[config.mk]
export PLATFORM = sky130hd
export DESIGN_NAME = register_file_scoreboard
export DESIGN_NICKNAME = d
export VERILOG_FILES = /design/src/rtl/regfile_pkg.sv /design/src/rtl/pending_counter.sv /design/src/rtl/register_file_scoreboard.sv
export SDC_FILE = /design/constraint.sdc
export NUM_CORES = 2
export LEC_CHECK = 0
export BUFFER_PORTS_ARGS = -buffer_cell sky130_fd_sc_hd__buf_4
export CAP_MARGIN = 15
export CORE_AREA = 2 2 371 373
export DETAILED_ROUTE_END_ITERATION = 6
export DIE_AREA = 0 0 373 375
export GPL_TIMING_DRIVEN = 0
export HOLD_SLACK_MARGIN = 0.08
export PLACE_DENSITY = 0.6
export SLEW_MARGIN = 20
export SYNTH_ARGS = -nofsm -noshare
export SYNTH_HDL_FRONTEND = slang
export SYNTH_HIERARCHICAL = 1
export SYNTH_SLANG_ARGS = --single-unit
[constraint.sdc]
create_clock -name clk -period 4.25 [get_ports clk]
set_clock_uncertainty 0.05 [all_clocks]
set_input_delay 0.2125 -clock clk [delete_from_list [all_inputs] [get_ports clk]]
set_output_delay 0.2125 -clock clk [all_outputs]
set_load 0.005 [all_outputs]
[src/rtl/regfile_pkg.sv]
// Shared defaults for the register file with per-register pending-write scoreboard.
package regfile_pkg;
   localparam int          DEF_DATA_WIDTH = 32;
   localparam int          DEF_ADDR_WIDTH = 5;
   localparam int          DEF_SP_INDEX   = 29;
   localparam logic [31:0] DEF_SP_RESET   = 32'h7FFF_EFFC;
   localparam int          DEF_PEND_WIDTH = 2;
   localparam int          DEF_PEND_MAX   = 2**DEF_PEND_WIDTH - 1;
   localparam int          ZERO_REG       = 0;
endpackage

[src/rtl/pending_counter.sv]
// Saturating up/down count of in-flight writers for one architectural register.
module pending_counter #(
   parameter int W = 2
) (
   input  logic clk_i,
   input  logic rst_ni,
   input  logic inc_i,
   input  logic dec_i,
   output logic busy_o,
   output logic full_o,
   output logic last_o
);
   localparam logic [W-1:0] MAX = '1;
   localparam logic [W-1:0] ONE = W'(1);

   logic [W-1:0] cnt_q, cnt_d;

   // Simultaneous issue and writeback cancel; decrement at zero is dropped.
   always_comb begin
      cnt_d = cnt_q;
      if (inc_i && !dec_i && cnt_q != MAX)
         cnt_d = cnt_q + ONE;
      else if (dec_i && !inc_i && cnt_q != '0)
         cnt_d = cnt_q - ONE;
   end

   always_ff @(posedge clk_i) begin
      if (!rst_ni) cnt_q <= '0;
      else         cnt_q <= cnt_d;
   end

   assign busy_o = (cnt_q != '0);
   assign full_o = (cnt_q == MAX);
   assign last_o = (cnt_q == ONE);
endmodule

[src/rtl/register_file_scoreboard.sv]
// MIPS register file, 2 async reads / 1 sync write, with per-register pending-write
// scoreboard driving Stall. Define REGFILE_BYPASS_EN for write-to-read forwarding.
module register_file_scoreboard
   import regfile_pkg::*;
#(
   parameter int                    DATA_WIDTH = DEF_DATA_WIDTH,
   parameter int                    ADDR_WIDTH = DEF_ADDR_WIDTH,
   parameter int                    SP_INDEX   = DEF_SP_INDEX,
   parameter logic [DATA_WIDTH-1:0] SP_RESET   = DEF_SP_RESET,
   parameter int                    PEND_WIDTH = DEF_PEND_WIDTH
) (
   input  logic                  clk,
   input  logic                  reset,
   input  logic                  RegWrite,
   input  logic [ADDR_WIDTH-1:0] WriteRegister,
   input  logic [DATA_WIDTH-1:0] WriteData,
   input  logic [ADDR_WIDTH-1:0] ReadRegister1,
   input  logic [ADDR_WIDTH-1:0] ReadRegister2,
   input  logic                  ReadEnable1,
   input  logic                  ReadEnable2,
   input  logic                  Issue,
   input  logic [ADDR_WIDTH-1:0] IssueRegister,
   output logic [DATA_WIDTH-1:0] ReadData1,
   output logic [DATA_WIDTH-1:0] ReadData2,
   output logic                  Stall
);
   localparam int NREGS = 2**ADDR_WIDTH;
   localparam logic [ADDR_WIDTH-1:0] R0 = ADDR_WIDTH'(ZERO_REG);
`ifdef REGFILE_BYPASS_EN
   localparam bit BYPASS = 1'b1;
`else
   localparam bit BYPASS = 1'b0;
`endif

   logic [DATA_WIDTH-1:0] regs_q [NREGS];
   logic [NREGS-1:0]      busy_v, full_v, clr_v;
   logic [NREGS-1:1]      last_v, inc_v, dec_v;
   logic                  accept, busy1, busy2, hit1, hit2;

   assign busy_v[0] = 1'b0;
   assign full_v[0] = 1'b0;

   for (genvar i = 1; i < NREGS; i++) begin : g_pend
      pending_counter #(.W(PEND_WIDTH)) u_pend (
         .clk_i  (clk),
         .rst_ni (reset),
         .inc_i  (inc_v[i]),
         .dec_i  (dec_v[i]),
         .busy_o (busy_v[i]),
         .full_o (full_v[i]),
         .last_o (last_v[i])
      );
   end

   // Writeback side is never blocked; clr marks a write that drains the count to zero.
   always_comb begin
      dec_v = '0;
      clr_v = '0;
      for (int i = 1; i < NREGS; i++) begin
         dec_v[i] = RegWrite && (WriteRegister == ADDR_WIDTH'(i));
         clr_v[i] = dec_v[i] && last_v[i];
      end
   end

   assign busy1 = ReadEnable1 && busy_v[ReadRegister1] && !(BYPASS && clr_v[ReadRegister1]);
   assign busy2 = ReadEnable2 && busy_v[ReadRegister2] && !(BYPASS && clr_v[ReadRegister2]);
   assign Stall = busy1 || busy2 || (Issue && full_v[IssueRegister]);

   assign accept = Issue && !Stall && (IssueRegister != R0);

   always_comb begin
      inc_v = '0;
      for (int i = 1; i < NREGS; i++)
         inc_v[i] = accept && (IssueRegister == ADDR_WIDTH'(i));
   end

   always_ff @(posedge clk) begin
      if (!reset) begin
         for (int i = 0; i < NREGS; i++)
            regs_q[i] <= (i == SP_INDEX) ? SP_RESET : '0;
      end else if (RegWrite && WriteRegister != R0) begin
         regs_q[WriteRegister] <= WriteData;
      end
   end

   assign hit1 = RegWrite && (WriteRegister == ReadRegister1) && (ReadRegister1 != R0);
   assign hit2 = RegWrite && (WriteRegister == ReadRegister2) && (ReadRegister2 != R0);
   assign ReadData1 = (BYPASS && hit1) ? WriteData : regs_q[ReadRegister1];
   assign ReadData2 = (BYPASS && hit2) ? WriteData : regs_q[ReadRegister2];
endmodule

==> reports/qor.csv <==
metric;value;unit
outcome;finished, violations left;
violations;negative setup slack;
clkTransAtPathRegs;0.06;ns
cp_top_family;buffers and inverters;
nNetsFinal;4507;
finalCritPeriodShare;100.0;%
cpMostUsedCell;clkbuf_1;
period_needed;4.252;ns
dieArea;139900;um^2
drive_above_1_share;27.14;%
place_ws;-0.1404;ns
cp.depth;8;
clockRootBuffer;clkbuf_16;
drt.antenna.violating_nets;0;
setup_viol;4;
worstSetupEndpointType;flop;
postSynthAreaPerCell;14.99;um^2
hold_viol;0;
post_drt_wl_per_cell;34.12;um
maxSlewViolCount;0;
path_max_fanout;63;
worstPathRequired;4.82;ns
holdPathStages;5;
worst_pin_slew;1.273;ns
leakagePower;24.46;nW
relSlewSlack;14.83;%
gp_congestion;0.8868;
grt_pass1_vias;39870;
antenna_found_initial;17;
portBuffers;109;
grt_pass1_wl;297700;um
firstDrtPassIters;6;
setup_ws;-0.001880;ns
hold_path_class;primary input to flop;
cts_sinks;1086;
cts_tree;built;
r2r_cells;13;
coreArea;136300;um^2
post-cts-setup-buffers;0;
numCtsBuffers;118;
fp.dieW;373;um
cp_num_buf_inv;4;
wl;214400;um
grt_overflow_total;0;
critical_path_arrival;4.82;ns
htreeDepth;3;
clk_latency;0.75;ns
cp_slowest_cell;nor2_1;
maxCapViolations;0;
yosysWarningCount;6;
io_pins;123;
fmax;0.2352;GHz
clockBufferDepth;3;
cp_cell_sequence;dlygate4sd3_1 > buf_4 > clkbuf_1 > nand3_1 > or3_1 > nor2_1 > clkbuf_1 > and2_1;
cellPowerDensity;377.1;nW/um^2
syn_inst;4026;
grt_start_max_net_pins;64;
reg2reg_from;g_pend[31].u_pend/cnt_q[1];
vias;39800;
tns;-0.005066;ns
hpwl;155900;um
path_class;primary input to flop;
drc;0;
drt_iter0_markers;5245;
initial_core_util;44.28;%
cp-startpoint;reset;
placementRows;136;
worstHoldStart;Issue;
syn-cell-area;60350;um^2
die_h;375;um
rsz0062_at_grt;true;
critPathLaunchType;primary input;
area_delta_synth_final;15.65;%
cp_slowest_stage_delay;1.03;ns
grt_use_total;30.60;%
vias_per_cell;6.334;
ir_drop;403.7;uV
[registers in the layout, indices dropped and copies added (netlist names)]
signal	count
g_pend.u_pend/cnt_q	62
regs_q	1024
[cell type report]
| cell class | count | area (um^2) |
|---|---|---|
| antenna | 10 | 25.02 |
| buffer | 385 | 1604 |
| clock buffer | 148 | 3127 |
| clock inverter | 65 | 556.8 |
| fill | 11330 | 66500 |
| inverter | 95 | 359.1 |
| multi-input combinational | 2491 | 27000 |
| sequential | 1086 | 31990 |
| tap | 1794 | 2245 |
| timing repair buffer | 210 | 2892 |
[repair_timing]
| action | 4_1_cts | 5_1_grt |
|---|---|---|
| setup endpoints to repair | 2 | 10 |
| resized for setup | 3 | 7 |
| hold endpoints to repair | 294 | 0 |
| hold buffers | 35 | 0 |
[placed cells by master (no fill, tap or decap), drive strengths merged, types with 39 or more instances in the layout]
master  instances
edfxtp       1024
nor2b          43
nor3b          93
o21ai          92
and3           95
clkbuf        448
mux4          658
dfxtp          62
nand2         146
buf           259
and2          901
nor2           92
clkinv         50
mux2           39
ha             62
inv            99
or3            60
[routing by layer]
layer	vias to the layer above	routed length, um	global-route usage, %
li1	16240	-	-
met1	20670	80530	40.09
met2	2313	100500	48.60
met3	561	20290	5.425
met4	10	13000	16.94
met5	-	64	0
[path summary, 6_finish.rpt]
| kind | end | slack [ns] |
|---|---|---|
| setup / recovery | regs_q[17][12] | -0.002 |
| hold / removal | g_pend[24].u_pend/cnt_q[1] | 0.14 |
| setup reg to reg | g_pend[21].u_pend/cnt_q[0] | 0.13 |
| hold reg to reg | g_pend[10].u_pend/cnt_q[0] | 0.51 |
[where the power goes]
group	internal, mW	switching, mW	total, mW	leakage [nW]
sequential	12.3	0.272	12.5	10.3
combinational	1.67	1.96	3.63	12.4
clock	5.66	4.51	10.2	1.79
total	19.6	6.73	26.3	24.5
[worst min-delay path, cell delays in order]
cell and delay [ns]:
buf_4 0.13, a31o_4 0.20, nor4b_2 0.10, o211ai_1 0.09, and4_1 0.18
[metrics by stage]
step	cell area, um^2	utilization [%]	power (mW)	hold slack, ns	instances
6_report	69800	51.21	26.32	0.1410	6284
5_1_grt	69780	51.20	26.86	0.1949	6278
4_1_cts	69690	51.13	26.31	0.1043	6274
3_5_place_dp	65640	48.16	16.32	0.4573	6026
3_3_place_gp	63530	46.61	16.12	0.4509	5960
2_1_floorplan	60470	-	14.66	0.2904	4057
Note: power is estimated with default switching activity, not from simulation.
